`config.mk`:
```
export PLATFORM = sky130hd
export DESIGN_NAME = uart_rx_buffered_flat
export DESIGN_NICKNAME = d
export VERILOG_FILES = /design/src/rtl/uart_rx_buffered_if.sv /design/src/rtl/uart_rx_buffered.sv /design/src/flat_wrapper.sv
export SDC_FILE = /design/constraint.sdc
export NUM_CORES = 1
export LEC_CHECK = 0
export BUFFER_PORTS_ARGS = -buffer_cell sky130_fd_sc_hd__buf_2
export CAP_MARGIN = 30
export CORE_MARGIN = 2
export CORE_UTILIZATION = 35
export DETAILED_ROUTE_END_ITERATION = 10
export SYNTH_ARGS = -nofsm -noshare
export SYNTH_HDL_FRONTEND = slang
export SYNTH_SLANG_ARGS = --single-unit
```
`constraint.sdc`:
```
create_clock -name clk -period 2.4 [get_ports clk]
set_input_delay 0.24 -clock clk [delete_from_list [all_inputs] [get_ports clk]]
set_output_delay 0.24 -clock clk [all_outputs]
set_load 0.01 [all_outputs]
```
`src/rtl/uart_rx_buffered_if.sv`:
```
// Receive-side stream bundle of uart_rx_buffered: head word of the receive
// FIFO with its status flags, the valid/ready drain handshake, the FIFO
// occupancy and the one-cycle event pulses.
interface uart_rx_buffered_if #(
  parameter int DATA_WIDTH = 8,
  parameter int LEVEL_W    = 4
);
  logic [DATA_WIDTH-1:0] rx_data;
  logic                  rx_parity_err;
  logic                  rx_frame_err;
  logic                  rx_valid;
  logic                  rx_ready;
  logic [LEVEL_W-1:0]    rx_level;
  logic                  rx_overrun;
  logic                  rx_break;

  // Receiver side: produces words and events, consumes rx_ready.
  modport master (
    output rx_data, rx_parity_err, rx_frame_err, rx_valid,
    input  rx_ready,
    output rx_level, rx_overrun, rx_break
  );

  // Consumer side.
  modport slave (
    input  rx_data, rx_parity_err, rx_frame_err, rx_valid,
    output rx_ready,
    input  rx_level, rx_overrun, rx_break
  );
endinterface

```
`src/rtl/uart_rx_buffered.sv`:
```
// Buffered UART receiver: 2-flop input synchroniser, oversampled 2-of-3
// majority bit decisions, configurable data/parity/stop format, break
// detection and a show-ahead receive FIFO drained over a valid/ready port.
module uart_rx_buffered #(
  parameter int    CLK_FREQ   = 50_000_000,
  parameter int    BAUD_RATE  = 115200,
  parameter int    OVERSAMPLE = 16,
  parameter int    DATA_WIDTH = 8,
  parameter string PARITY     = "NONE",
  parameter int    STOP_BITS  = 1,
  parameter int    FIFO_DEPTH = 8
) (
  input  logic               clk,
  input  logic               arstn,
  input  logic               RXD,
  uart_rx_buffered_if.master rx_if
);

  localparam int TICK_DIV = CLK_FREQ / (BAUD_RATE * OVERSAMPLE);
  localparam int DIV_W    = (TICK_DIV > 1) ? $clog2(TICK_DIV) : 1;
  localparam int SMP_W    = $clog2(OVERSAMPLE);
  localparam int BIT_W    = 4;
  localparam int PTR_W    = $clog2(FIFO_DEPTH);
  localparam int LEVEL_W  = $clog2(FIFO_DEPTH + 1);
  localparam int WORD_W   = DATA_WIDTH + 2;
  localparam bit HAS_PAR  = (PARITY != "NONE");
  localparam bit PAR_ODD  = (PARITY == "ODD");

  localparam logic [DIV_W-1:0]   DIV_LAST   = DIV_W'(TICK_DIV - 1);
  localparam logic [SMP_W-1:0]   SMP_V0     = SMP_W'(OVERSAMPLE / 2 - 1);
  localparam logic [SMP_W-1:0]   SMP_V1     = SMP_W'(OVERSAMPLE / 2);
  localparam logic [SMP_W-1:0]   SMP_DEC    = SMP_W'(OVERSAMPLE / 2 + 1);
  localparam logic [SMP_W-1:0]   SMP_LAST   = SMP_W'(OVERSAMPLE - 1);
  localparam logic [BIT_W-1:0]   DATA_LAST  = BIT_W'(DATA_WIDTH - 1);
  localparam logic [BIT_W-1:0]   STOP_LAST  = BIT_W'(STOP_BITS - 1);
  localparam logic [LEVEL_W-1:0] LEVEL_FULL = LEVEL_W'(FIFO_DEPTH);

  if (TICK_DIV < 1) begin : g_bad_div
    $error("uart_rx_buffered: CLK_FREQ too low for BAUD_RATE*OVERSAMPLE");
  end
  if ((OVERSAMPLE < 8) || (OVERSAMPLE % 2 != 0)) begin : g_bad_os
    $error("uart_rx_buffered: OVERSAMPLE must be even and >= 8");
  end
  if ((FIFO_DEPTH < 2) || ((FIFO_DEPTH & (FIFO_DEPTH - 1)) != 0)) begin : g_bad_depth
    $error("uart_rx_buffered: FIFO_DEPTH must be a power of two >= 2");
  end

  typedef enum logic [2:0] {
    S_IDLE, S_START, S_DATA, S_PARITY, S_STOP, S_BRKW
  } state_t;

  state_t                  state_q, state_d;
  logic                    sync1_q, sync2_q, prev_q;
  logic [DIV_W-1:0]        div_q, div_d;
  logic [SMP_W-1:0]        smp_q, smp_d;
  logic [BIT_W-1:0]        bit_q, bit_d;
  logic                    v0_q, v0_d, v1_q, v1_d;
  logic [DATA_WIDTH-1:0]   shift_q, shift_d;
  logic                    perr_q, perr_d, ferr_q, ferr_d, zero_q, zero_d;
  logic                    push_q, push_d, brk_q, brk_d;
  logic [WORD_W-1:0]       word_q, word_d;

  logic [WORD_W-1:0]       mem_q [FIFO_DEPTH];
  logic [PTR_W-1:0]        wptr_q, wptr_d, rptr_q, rptr_d;
  logic [LEVEL_W-1:0]      level_q, level_d;
  logic                    ovr_q, ovr_d;

  logic tick, start_edge, maj, at_v0, at_v1, at_dec, at_wrap;
  logic stop_ferr, stop_zero, pop, full, wr;
  logic [WORD_W-1:0] head;

  assign tick       = (state_q != S_IDLE) && (state_q != S_BRKW) && (div_q == DIV_LAST);
  assign start_edge = (state_q == S_IDLE) && prev_q && !sync2_q;
  assign at_v0      = tick && (smp_q == SMP_V0);
  assign at_v1      = tick && (smp_q == SMP_V1);
  assign at_dec     = tick && (smp_q == SMP_DEC);
  assign at_wrap    = tick && (smp_q == SMP_LAST);
  assign maj        = (v0_q & v1_q) | (v0_q & sync2_q) | (v1_q & sync2_q);
  assign stop_ferr  = ferr_q | ~maj;
  assign stop_zero  = zero_q & ~maj;

  // Bring RXD into the clock domain and keep the previous value for edge detect.
  always_ff @(posedge clk or negedge arstn) begin
    if (!arstn) begin
      sync1_q <= 1'b1;
      sync2_q <= 1'b1;
      prev_q  <= 1'b1;
    end else begin
      sync1_q <= RXD;
      sync2_q <= sync1_q;
      prev_q  <= sync2_q;
    end
  end

  // Frame FSM next state plus the tick/sample/bit counters and bit decisions.
  always_comb begin
    state_d = state_q;
    div_d   = div_q;
    smp_d   = smp_q;
    bit_d   = bit_q;
    v0_d    = v0_q;
    v1_d    = v1_q;
    shift_d = shift_q;
    perr_d  = perr_q;
    ferr_d  = ferr_q;
    zero_d  = zero_q;
    push_d  = 1'b0;
    brk_d   = 1'b0;
    word_d  = word_q;

    if ((state_q == S_IDLE) || (state_q == S_BRKW)) begin
      div_d = '0;
      smp_d = '0;
    end else if (tick) begin
      div_d = '0;
      smp_d = (smp_q == SMP_LAST) ? '0 : smp_q + SMP_W'(1);
    end else begin
      div_d = div_q + DIV_W'(1);
    end

    if (at_v0) v0_d = sync2_q;
    if (at_v1) v1_d = sync2_q;

    case (state_q)
      S_IDLE: begin
        bit_d  = '0;
        perr_d = 1'b0;
        ferr_d = 1'b0;
        zero_d = 1'b1;
        if (start_edge) state_d = S_START;
      end
      S_START: begin
        if (at_dec && maj) begin
          state_d = S_IDLE;
        end else if (at_wrap) begin
          bit_d   = '0;
          state_d = S_DATA;
        end
      end
      S_DATA: begin
        if (at_dec) begin
          shift_d = {maj, shift_q[DATA_WIDTH-1:1]};
          if (maj) zero_d = 1'b0;
        end
        if (at_wrap) begin
          if (bit_q == DATA_LAST) begin
            bit_d   = '0;
            state_d = HAS_PAR ? S_PARITY : S_STOP;
          end else begin
            bit_d = bit_q + BIT_W'(1);
          end
        end
      end
      S_PARITY: begin
        if (at_dec) begin
          perr_d = ((^shift_q) ^ maj) != PAR_ODD;
          if (maj) zero_d = 1'b0;
        end
        if (at_wrap) begin
          bit_d   = '0;
          state_d = S_STOP;
        end
      end
      S_STOP: begin
        if (at_dec) begin
          ferr_d = stop_ferr;
          zero_d = stop_zero;
          // Last stop decision closes the frame without waiting for the bit end.
          if (bit_q == STOP_LAST) begin
            if (stop_zero) begin
              brk_d   = 1'b1;
              state_d = S_BRKW;
            end else begin
              push_d  = 1'b1;
              word_d  = {stop_ferr, perr_q, shift_q};
              state_d = S_IDLE;
            end
          end
        end else if (at_wrap) begin
          bit_d = bit_q + BIT_W'(1);
        end
      end
      S_BRKW: begin
        if (sync2_q) state_d = S_IDLE;
      end
      default: state_d = S_IDLE;
    endcase

    if ((state_d == S_IDLE) || (state_d == S_BRKW)) begin
      div_d = '0;
      smp_d = '0;
    end
  end

  // Frame FSM and receive datapath registers.
  always_ff @(posedge clk or negedge arstn) begin
    if (!arstn) begin
      state_q <= S_IDLE;
      div_q   <= '0;
      smp_q   <= '0;
      bit_q   <= '0;
      v0_q    <= 1'b1;
      v1_q    <= 1'b1;
      shift_q <= '0;
      perr_q  <= 1'b0;
      ferr_q  <= 1'b0;
      zero_q  <= 1'b1;
      push_q  <= 1'b0;
      brk_q   <= 1'b0;
      word_q  <= '0;
    end else begin
      state_q <= state_d;
      div_q   <= div_d;
      smp_q   <= smp_d;
      bit_q   <= bit_d;
      v0_q    <= v0_d;
      v1_q    <= v1_d;
      shift_q <= shift_d;
      perr_q  <= perr_d;
      ferr_q  <= ferr_d;
      zero_q  <= zero_d;
      push_q  <= push_d;
      brk_q   <= brk_d;
      word_q  <= word_d;
    end
  end

  // A push into a full FIFO survives only if the head is popped in the same
  // cycle; pop is gated by non-empty so ready on an empty FIFO does nothing.
  assign pop  = (level_q != '0) && rx_if.rx_ready;
  assign full = (level_q == LEVEL_FULL);
  assign wr   = push_q && (!full || pop);

  // FIFO pointer/occupancy next state and overrun detection.
  always_comb begin
    wptr_d  = wptr_q;
    rptr_d  = rptr_q;
    level_d = level_q;
    ovr_d   = push_q && full && !pop;
    if (wr)  wptr_d = wptr_q + PTR_W'(1);
    if (pop) rptr_d = rptr_q + PTR_W'(1);
    if (wr && !pop)      level_d = level_q + LEVEL_W'(1);
    else if (!wr && pop) level_d = level_q - LEVEL_W'(1);
  end

  // FIFO control registers.
  always_ff @(posedge clk or negedge arstn) begin
    if (!arstn) begin
      wptr_q  <= '0;
      rptr_q  <= '0;
      level_q <= '0;
      ovr_q   <= 1'b0;
    end else begin
      wptr_q  <= wptr_d;
      rptr_q  <= rptr_d;
      level_q <= level_d;
      ovr_q   <= ovr_d;
    end
  end

  // FIFO storage; cleared on reset so the idle head reads as zero.
  always_ff @(posedge clk or negedge arstn) begin
    if (!arstn) begin
      for (int i = 0; i < FIFO_DEPTH; i++) mem_q[i] <= '0;
    end else if (wr) begin
      mem_q[wptr_q] <= word_q;
    end
  end

  assign head                = mem_q[rptr_q];
  assign rx_if.rx_data       = head[DATA_WIDTH-1:0];
  assign rx_if.rx_parity_err = head[DATA_WIDTH];
  assign rx_if.rx_frame_err  = head[DATA_WIDTH+1];
  assign rx_if.rx_valid      = (level_q != '0);
  assign rx_if.rx_level      = level_q;
  assign rx_if.rx_overrun    = ovr_q;
  assign rx_if.rx_break      = brk_q;

endmodule

```
`src/flat_wrapper.sv`:
```
// flat-port wrapper written by rule: the top's interface ports become plain ports
module uart_rx_buffered_flat 
#(
  parameter int    CLK_FREQ   = 50_000_000,
  parameter int    BAUD_RATE  = 115200,
  parameter int    OVERSAMPLE = 16,
  parameter int    DATA_WIDTH = 8,
  parameter string PARITY     = "    ",
  parameter int    STOP_BITS  = 1,
  parameter int    FIFO_DEPTH = 8
)
  (clk, arstn, RXD, rx_if_rx_data, rx_if_rx_parity_err, rx_if_rx_frame_err, rx_if_rx_valid, rx_if_rx_ready, rx_if_rx_level, rx_if_rx_overrun, rx_if_rx_break);
  uart_rx_buffered_if #(.DATA_WIDTH(DATA_WIDTH)) rx_if_i ();
  input  logic clk;
  input  logic arstn;
  input  logic RXD;
  output wire logic [$bits(rx_if_i.rx_data)-1:0] rx_if_rx_data;
  output wire logic [$bits(rx_if_i.rx_parity_err)-1:0] rx_if_rx_parity_err;
  output wire logic [$bits(rx_if_i.rx_frame_err)-1:0] rx_if_rx_frame_err;
  output wire logic [$bits(rx_if_i.rx_valid)-1:0] rx_if_rx_valid;
  input wire logic [$bits(rx_if_i.rx_ready)-1:0] rx_if_rx_ready;
  output wire logic [$bits(rx_if_i.rx_level)-1:0] rx_if_rx_level;
  output wire logic [$bits(rx_if_i.rx_overrun)-1:0] rx_if_rx_overrun;
  output wire logic [$bits(rx_if_i.rx_break)-1:0] rx_if_rx_break;
  assign rx_if_rx_data = rx_if_i.rx_data;
  assign rx_if_rx_parity_err = rx_if_i.rx_parity_err;
  assign rx_if_rx_frame_err = rx_if_i.rx_frame_err;
  assign rx_if_rx_valid = rx_if_i.rx_valid;
  assign rx_if_i.rx_ready = rx_if_rx_ready;
  assign rx_if_rx_level = rx_if_i.rx_level;
  assign rx_if_rx_overrun = rx_if_i.rx_overrun;
  assign rx_if_rx_break = rx_if_i.rx_break;
  uart_rx_buffered #(.CLK_FREQ(CLK_FREQ), .BAUD_RATE(BAUD_RATE), .OVERSAMPLE(OVERSAMPLE), .DATA_WIDTH(DATA_WIDTH), .PARITY(PARITY), .STOP_BITS(STOP_BITS), .FIFO_DEPTH(FIFO_DEPTH)) u_core (.clk(clk), .arstn(arstn), .RXD(RXD), .rx_if(rx_if_i));
endmodule
```
==> impl_metrics.csv, run 1 <==
group,metric,value,unit
timing,min_period_over_period,93.5,%
finish,syn_to_final_growth,20.2,%
yosys,ys.flop_type,"dfrtp_1",
route,vias_per_cell,5.15,
yosys,synth_edf_count,0,
clock_tree,cts_buffers,17,
yosys,synth-seq-area-share,53.1,%
placed_design,numPortBuffers,20,
clock_tree,htree_levels,4,
timing,final_hold_viol_count,0,
route,drt_first_pass_iters,4,
timing,worst_pin_slew,0.652,ns
timing,tns,0,ns
run,cap_viol_max_count,0,
finish,final_cell_mix,"dfrtp_1 (129), mux2_2 (111), buf_4 (27)",
yosys,post_synth_instance_area,6380,µm²
route,wl_per_cell,17.1,µm
route,ant_nets,0,
yosys,synth_seq_cells,135,
clock_tree,cts_sinks,135,
yosys,syn-mean-instance-area,13.8,µm²
power_and_ir_drop,irDropWorstVdd,0.489,mV
finish,diodes,0,
clock_tree,ctsRootBufferMaster,"clkbuf_16",
yosys,ys_warn_count,0,
finish,multi_input_area,2920,µm²
finish,final_core_util,42.8,%
global_route,grt_max_degree,55,
finish,final-seq-area,3390,µm²
yosys,synth_top_area_share,50.6,%
setup_path,worstSetupPathType,"flop to flop",
die,dieArea,19300,µm²
setup_path,cp_slowest_stage_delay,0.40,ns
placed_design,routabilityCongestion,0.840,
die,pin_count,21,
clock_tree,cts_tree,"done",
die,fp.dieH,139,µm
global_route,grt_usage,14.1,%
die,coreArea,17900,µm²
yosys,synth_cell_type_count,51,
min_path,hold_class,"input port to flop",
route,wl,13.0,mm
global_route,antenna_found_initial,0,
timing,fmax,446,MHz
yosys,async_flop_share,100,%
finish,layout_commonest_cell,"dfrtp_1",
run_status,outcome,"completed",
yosys,synth_area_leaders,"dfrtp_1 (51%), mux2_2 (20%), mux4_2 (7.1%), dfstp_2 (2.5%), ha_1 (2.4%)",
setup_path,end_kind,"flop",
route,drc,0,
setup_path,critPathArrivalTime,2.55,ns
timing,finalSetupViolCount,0,
timing,slew_headroom,56.6,%
setup_path,crit_path_start_kind,"flop",
placed_design,place_hpwl,8.68,mm
setup_path,critPathSlowestCell,"dfrtp_1",
clock_tree,clock_latency,0.42,ns
finish,drive_above_1_share,45.8,%
setup_path,cp_max_fo,5,
timing,slew_viol_final,0,
power_and_ir_drop,p_leak,3.61,nW
die,die_x,139,µm
power_and_ir_drop,power.density,689,nW/µm²
global_route,grt_pass1_vias,4039,
die,start_util,35.6,%
route,vias,3912,
clock_tree,clockBufferDepth,2,
timing,holdWs,0.107,ns
setup_path,path_cells,"inv_1 -> ha_1 -> and4b_2 -> buf_4 -> o2111ai_2 -> nor4_4 -> nand3b_2 -> xnor2_4 -> a2111oi_2",
yosys,synth_fp_nets,480,
finish,fillCellCount,1654,
global_route,grt-ovfl-total,0,
yosys,synth_top_area_cell,"dfrtp_1",
setup_path,cp.required,2.71,ns
route,initialDrtViolationCount,160,
timing,fin_crit,2.24,ns
global_route,grt_pass1_wl,21.3,mm
power_and_ir_drop,total_power,5.29,mW
timing,finClkSkew,0.0116,ns
die,num_rows,49,
clock_tree,clk_pin_slew,0.06,ns
yosys,syn_inst,463,
finish,finalNetCount,535,
[sequential cells by signal (all words and copies together), names as in the netlist]
name,flops
u_core.mem_q,80
u_core.word_q,10
u_core.shift_q,8
u_core.div_q,5
u_core.bit_q,4
u_core.rx_if.rx_level,4
u_core.smp_q,4
u_core.rptr_q,3
u_core.state_q,3
u_core.wptr_q,3
u_core.ferr_q,1
u_core.perr_q,1
u_core.prev_q,1
u_core.push_q,1
u_core.rx_if.rx_break,1
u_core.rx_if.rx_overrun,1
u_core.sync1_q,1
u_core.sync2_q,1
u_core.v0_q,1
u_core.v1_q,1
u_core.zero_q,1
[stage by stage]
| step | cell area, µm² | worst slack [ns] | instances |
|---|---|---|---|
| 6_report | 7670 | 0.155 | 760 |
| 2_1_floorplan | 6390 | 0.0677 | 463 |
| 5_1_grt | 7670 | -0.00487 | 760 |
| 3_5_place_dp | 6990 | 0.0216 | 721 |
| 4_1_cts | 7590 | 0.0150 | 755 |
| 3_3_place_gp | 6990 | 0.0922 | 721 |
[path summary, 6_finish.rpt]
| path | startpoint | endpoint | slack (ns) | cells past startpoint |
|---|---|---|---|---|
| worst max-delay path | u_core.div_q[0] | u_core.div_q[0] | 0.16 | 9 |
| worst max register to register | u_core.div_q[0] | u_core.div_q[0] | 0.16 | 9 |
| min in group asynchronous | arstn | u_core.rptr_q[0] | 0.38 | 2 |
| worst min register to register | u_core.sync1_q | u_core.sync2_q | 0.37 | 0 |
| worst min-delay path | rx_if_rx_ready | u_core.rptr_q[2] | 0.11 | 3 |
| max in group asynchronous | arstn | u_core.sync2_q | 1.23 | 3 |
[critical path, delay by kind of cell, from the launching register on]
family | cells | cell delay [ns]
and+or+nand+nor | 3 | 0.81
AOI/OAI and AO/OA | 2 | 0.45
DFF | 1 | 0.40
buffers and inverters | 2 | 0.20
adders and majority gates | 1 | 0.16
xor gates and xnor gates | 1 | 0.14
[per-layer routing]
layer	wire length, µm	vias to the layer above	track usage (%)
met5	0	-	0
met4	188	0	4.78
met3	478	19	4.14
met2	6650	63	23.7
met1	5660	2020	17.4
li1	-	1810	-
[area by class of cell]
class                      count  share of cell area [%]
clock buffer                  20                    6.08
inverter                      13                   0.669
tap                          229                    3.74
sequential                   135                    44.1
clock inverter                12                    1.53
timing repair buffer          54                    5.71
multi-input combinational    297                    38.1
[synthesized netlist by cell type (6+ instances only)]
cell and instances:
a21oi_1 14, mux4_2 20, nand2_1 27, xor2_1 6
dfstp_2 6, xnor2_1 15, dfrtp_1 129, nor2_1 18
mux2_2 111, ha_1 12, nand3_1 8, o21ai_0 8
nor3_1 8, clkbuf_1 8, inv_1 12, buf_2 7
[timing repair]
item,4_1_cts,5_1_grt
gates resized for setup,0,8
hold endpoints to repair,43,0
setup endpoints to repair,0,18
setup buffers,0,4
hold buffers,2,0
[cell families (layout without fill, tap and decap cells)]
kind of cell    Yosys count  in the layout  share of synthesized area, %
flops                   135            135                          53.1
mux                     131            131                          26.6
simple gates             86             86                          7.16
compound gates           42             42                          4.63
buf+inv                  32             99                          2.20
xor+xnor                 22             23                          3.31
fa+ha+maj                15             15                          3.00
[power by group]
| group | total [mW] | internal (mW) | switching (mW) |
|---|---|---|---|
| clock | 2.51 | 1.52 | 0.997 |
| sequential | 2.41 | 2.34 | 0.0642 |
| combinational | 0.366 | 0.183 | 0.183 |
Note: power is estimated with default switching activity, not from simulation.
==> run 2, diff against run 1 <==
CORE_UTILIZATION = 25   (was 35)
==> impl_metrics.csv, run 2 (synthesized netlist as in run 1, its figures left out) <==
group,metric,value,unit
finish,drive_above_1_share,46.8,%
finish,diodes,0,
die,fp.dieH,164,µm
setup_path,cp_max_fo,5,
finish,top_regs,"u_core.mem_q: 80 flops, u_core.word_q: 10 flops, u_core.shift_q: 8 flops",
global_route,antenna_found_initial,0,
route,drt_first_pass_iters,4,
finish,largest_reg_flops,80,
min_path,hold_class,"input port to flop",
finish,final_core_util,31.2,%
power_and_ir_drop,irDropWorstVdd,0.409,mV
global_route,grtUsageMet3,3.13,%
clock_tree,htree_levels,4,
route,vias_per_cell,4.41,
setup_path,r2r_start,"u_core.div_q[0]",
timing,fmax,437,MHz
clock_tree,clk_pin_slew,0.06,ns
run_status,outcome,"completed",
route,drc,0,
finish,layout_commonest_cell,"dfrtp_1",
placed_design,numPortBuffers,20,
clock_tree,clockBufferDepth,2,
setup_path,startpoint,"u_core.div_q[0]",
route,vias,3829,
clock_tree,cts_tree,"done",
timing,holdWs,0.111,ns
setup_path,crit_path_start_kind,"flop",
global_route,grt_use_met1,14.0,%
finish,final_cell_mix,"dfrtp_1 (128), mux2_2 (111), buf_4 (38)",
setup_path,worstSetupPathType,"flop to flop",
placed_design,dp_slack,0.0185,ns
global_route,busiest_layer,"met2",
route,wl,13.1,mm
placed_design,place_hpwl,8.58,mm
finish,top_register,"u_core.mem_q",
global_route,grt_pass1_vias,3968,
global_route,grt_util_met2,16.5,%
timing,setup_ws,0.109,ns
finish,finalNonFillerCells,869,
timing,slew_headroom,52.5,%
route,wl_per_cell,15.1,µm
global_route,grt_max_degree,57,
placed_design,dp_cells,830,
die,start_util,25.4,%
global_route,grt-ovfl-total,0,
run,cap_viol_max_count,0,
finish,syn_to_final_growth,22.8,%
global_route,grt_pass1_wl,21.5,mm
clock_tree,cts_buffers,17,
timing,tns,0,ns
clock_tree,clock_latency,0.42,ns
die,num_rows,58,
setup_path,critPathArrivalTime,2.61,ns
timing,finClkSkew,0.00754,ns
route,initialDrtViolationCount,187,
power_and_ir_drop,p_leak,3.65,nW
timing,slew_viol_final,0,
min_path,min_from,"rx_if_rx_ready",
die,dieArea,26800,µm²
power_and_ir_drop,power.density,702,nW/µm²
die,pin_count,21,
timing,fin_crit,2.29,ns
clock_tree,cts_sinks,135,
setup_path,end_kind,"flop",
timing,final_hold_viol_count,0,
placed_design,routabilityCongestion,0.825,
timing,worst_pin_slew,0.713,ns
clock_tree,ctsRootBufferMaster,"clkbuf_16",
timing,min_period_over_period,95.4,%
finish,finalNetCount,543,
die,coreArea,25100,µm²
die,die_x,164,µm
global_route,grt_usage,10.5,%
route,ant_nets,0,
setup_path,cp.required,2.72,ns
timing,finalSetupViolCount,0,
-- run 2: power by group --
part / leakage, nW / internal (mW) / switching [mW]
Clock: 0.299 / 1.59 / 1.14
Combinational: 1.51 / 0.183 / 0.181
Sequential: 1.85 / 2.34 / 0.0599
-- run 2: layer usage --
metal,wire (µm),vias to the layer above
met5,0,-
met4,134,0
met3,425,11
met2,6090,41
met1,6430,1953
li1,-,1824
-- run 2: timing repair --
action,in CTS,in global routing
endpoints found under the setup margin,9,9
setup buffers,0,4
hold buffers,2,0
gates resized for setup,1,5
pin swaps,0,6
cloned,0,1
hold endpoints to repair,47,0
-- run 2: stage by stage --
stage / area, µm² / power [mW]
final: 7840 / 5.50
after global routing: 7840 / 5.73
after CTS: 7770 / 5.54
after detailed placement: 7130 / 2.77
after global placement: 7130 / 2.76
after floorplan: 6390 / 2.65
-- run 2: final cells by class --
type / count / area [µm²]
Clock buffer: 17 / 425
Clock inverter: 15 / 194
Fill cell: 2555 / 17300
Inverter: 13 / 50.0
Multi-Input combinational cell: 297 / 2920
Sequential cell: 135 / 3390
Tap cell: 330 / 413
Timing Repair Buffer: 62 / 452
-- run 2: critical path, cell delays in order (launching register included) --
cell	delay [ns]
dfrtp_1	0.40
inv_1	0.06
ha_1	0.16
and4b_2	0.29
nand2_1	0.11
a222oi_1	0.39
nand3b_2	0.20
xnor2_4	0.23
a2111oi_4	0.35
-- run 2: path summary, 6_finish.rpt --
| kind | to | slack [ns] | cells after the start |
|---|---|---|---|
| max in group asynchronous | u_core.mem_q[77] | 1.37 | 3 |
| setup reg to reg | u_core.div_q[1] | 0.11 | 8 |
| hold / removal | u_core.rptr_q[2] | 0.11 | 3 |
| setup / recovery | u_core.div_q[1] | 0.11 | 8 |
| hold reg to reg | u_core.sync2_q | 0.36 | 0 |
| min in group asynchronous | u_core.rx_if.rx_break | 0.34 | 2 |
==> run 3, diff against run 2 <==
PLACE_DENSITY_LB_ADDON = 0.12   (was not set)
==> impl_metrics.csv, run 3 (synthesized netlist as in run 1, its figures left out) <==
group,metric,value,unit
clock_tree,cts_sinks,135,
clock_tree,cts_tree,"done",
route,wl_per_cell,16.6,µm
power_and_ir_drop,power.density,714,nW/µm²
timing,final_hold_viol_count,0,
die,die_x,164,µm
timing,rsz0062_at_grt,"yes",
finish,layout_commonest_cell,"dfrtp_1",
route,drc,0,
clock_tree,clk_pin_slew,0.07,ns
run,cap_viol_max_count,0,
setup_path,cp_max_fo,7,
finish,drive_above_1_share,47.9,%
route,drt_first_pass_iters,4,
finish,final_cell_mix,"dfrtp_1 (127), mux2_2 (111), buf_4 (34)",
route,ant_nets,0,
finish,postLayoutCellArea,7870,µm²
min_path,hold_class,"input port to flop",
finish,finalNetCount,540,
power_and_ir_drop,irDropWorstVdd,0.375,mV
timing,slew_headroom,57.4,%
route,vias_per_cell,4.48,
die,pin_count,21,
setup_path,worstSetupPathType,"flop to flop",
finish,finalNonFillerCells,866,
die,start_util,25.4,%
timing,fmax,438,MHz
die,num_rows,58,
placed_design,dp_cells,828,
die,coreArea,25100,µm²
placed_design,numPortBuffers,20,
timing,worst_pin_slew,0.639,ns
finish,largest_reg_flops,80,
global_route,grt_pass1_vias,4050,
finish,diodes,0,
finish,top_regs,"u_core.mem_q: 80 flops, u_core.word_q: 10 flops, u_core.shift_q: 8 flops",
route,met3_length,312,µm
clock_tree,clockBufferDepth,2,
timing,min_period_over_period,95.0,%
route,top_layer_used,"met4",
placed_design,placed_area,7130,µm²
finish,fillCellCount,2540,
clock_tree,htree_levels,4,
setup_path,crit_path_start_kind,"flop",
die,fp.dieH,164,µm
placed_design,place_hpwl,9.36,mm
finish,syn_to_final_growth,23.3,%
global_route,grt_max_degree,65,
clock_tree,clock_latency,0.42,ns
global_route,grt_usage,11.6,%
setup_path,critPathArrivalTime,2.59,ns
setup_path,cp.required,2.71,ns
power_and_ir_drop,p_leak,3.64,nW
die,dieArea,26800,µm²
clock_tree,ctsRootBufferMaster,"clkbuf_16",
clock_tree,cts_buffers,17,
route,wl_met1,6.75,mm
route,wl_met2,7.13,mm
finish,final_core_util,31.3,%
route,vias,3877,
global_route,antenna_found_initial,0,
timing,finalSetupViolCount,0,
global_route,grt-ovfl-total,0,
setup_path,end_kind,"flop",
route,wl,14.3,mm
run_status,outcome,"completed",
global_route,grt_pass1_wl,23.2,mm
placed_design,routabilityCongestion,0.764,
route,initialDrtViolationCount,184,
power_and_ir_drop,total_power,5.62,mW
timing,slew_viol_final,0,
timing,fin_crit,2.28,ns
finish,top_register,"u_core.mem_q",
timing,finClkSkew,0.0122,ns
[run 3: cell types whose count changed in the layout (fill, tap and decap cells not counted), sizes merged]
cell,delta
buf,-2
inv,-2
clkbuf,+1
xnor2,-1
bufinv,+1
[run 3: cell type report]
class	instances	area, µm²	area share, %
clock inverters	14	185	2.35
well taps	330	413	5.25
inverters	13	50.0	0.636
multi-input cells	296	2940	37.3
repair buffers	60	453	5.76
clock buffers	18	439	5.58
flip-flops and latches	135	3390	43.1
[run 3: worst paths after layout]
kind / start / to / slack [ns] / cells past startpoint
min in group asynchronous: arstn / u_core.rx_if.rx_level[3] / 0.37 / 2
worst min register to register: u_core.sync1_q / u_core.sync2_q / 0.36 / 0
max in group asynchronous: arstn / u_core.word_q[7] / 1.27 / 3
worst max-delay path: u_core.div_q[0] / u_core.div_q[3] / 0.12 / 9
worst min-delay path: rx_if_rx_ready / u_core.rptr_q[2] / 0.1 / 3
worst max register to register: u_core.div_q[0] / u_core.div_q[3] / 0.12 / 9
[run 3: metrics by stage]
step,hold WS (ns),setup TNS [ns],setup slack [ns]
after global placement,0.287,0,0.118
after floorplan,-0.0556,0,0.0677
after CTS,0.0851,0,0.0385
after detailed placement,0.299,0,0.0555
after global routing,0.0953,-0.0485,-0.0149
final,0.0991,0,0.119
[run 3: routing by layer]
layer  vias to the layer above  global-route usage [%]
met2                        39                    19.0
met3                        13                    2.60
li1                       1812                       -
met1                      2013                    15.0
met5                         -                       0
met4                         0                    3.95
[run 3: worst max-delay path, cell delays in order (launching register included)]
cell	delay, ns
dfrtp_1	0.37
inv_1	0.06
ha_2	0.16
and4b_2	0.27
nand2_2	0.07
a222oi_1	0.45
nand3b_2	0.20
xnor2_4	0.37
buf_6	0.17
a21oi_2	0.05
[run 3: where the power goes]
| part | total (mW) | internal, mW | switching, mW |
|---|---|---|---|
| combinational | 0.427 | 0.224 | 0.202 |
| sequential | 2.41 | 2.34 | 0.0646 |
| clock | 2.79 | 1.70 | 1.09 |
[run 3: timing repair]
item                       4_1_cts  5_1_grt
setup endpoints to repair        0        7
gates resized for setup          0       17
hold buffers                     2        0
hold endpoints to repair        56        0
setup buffers                    0        4
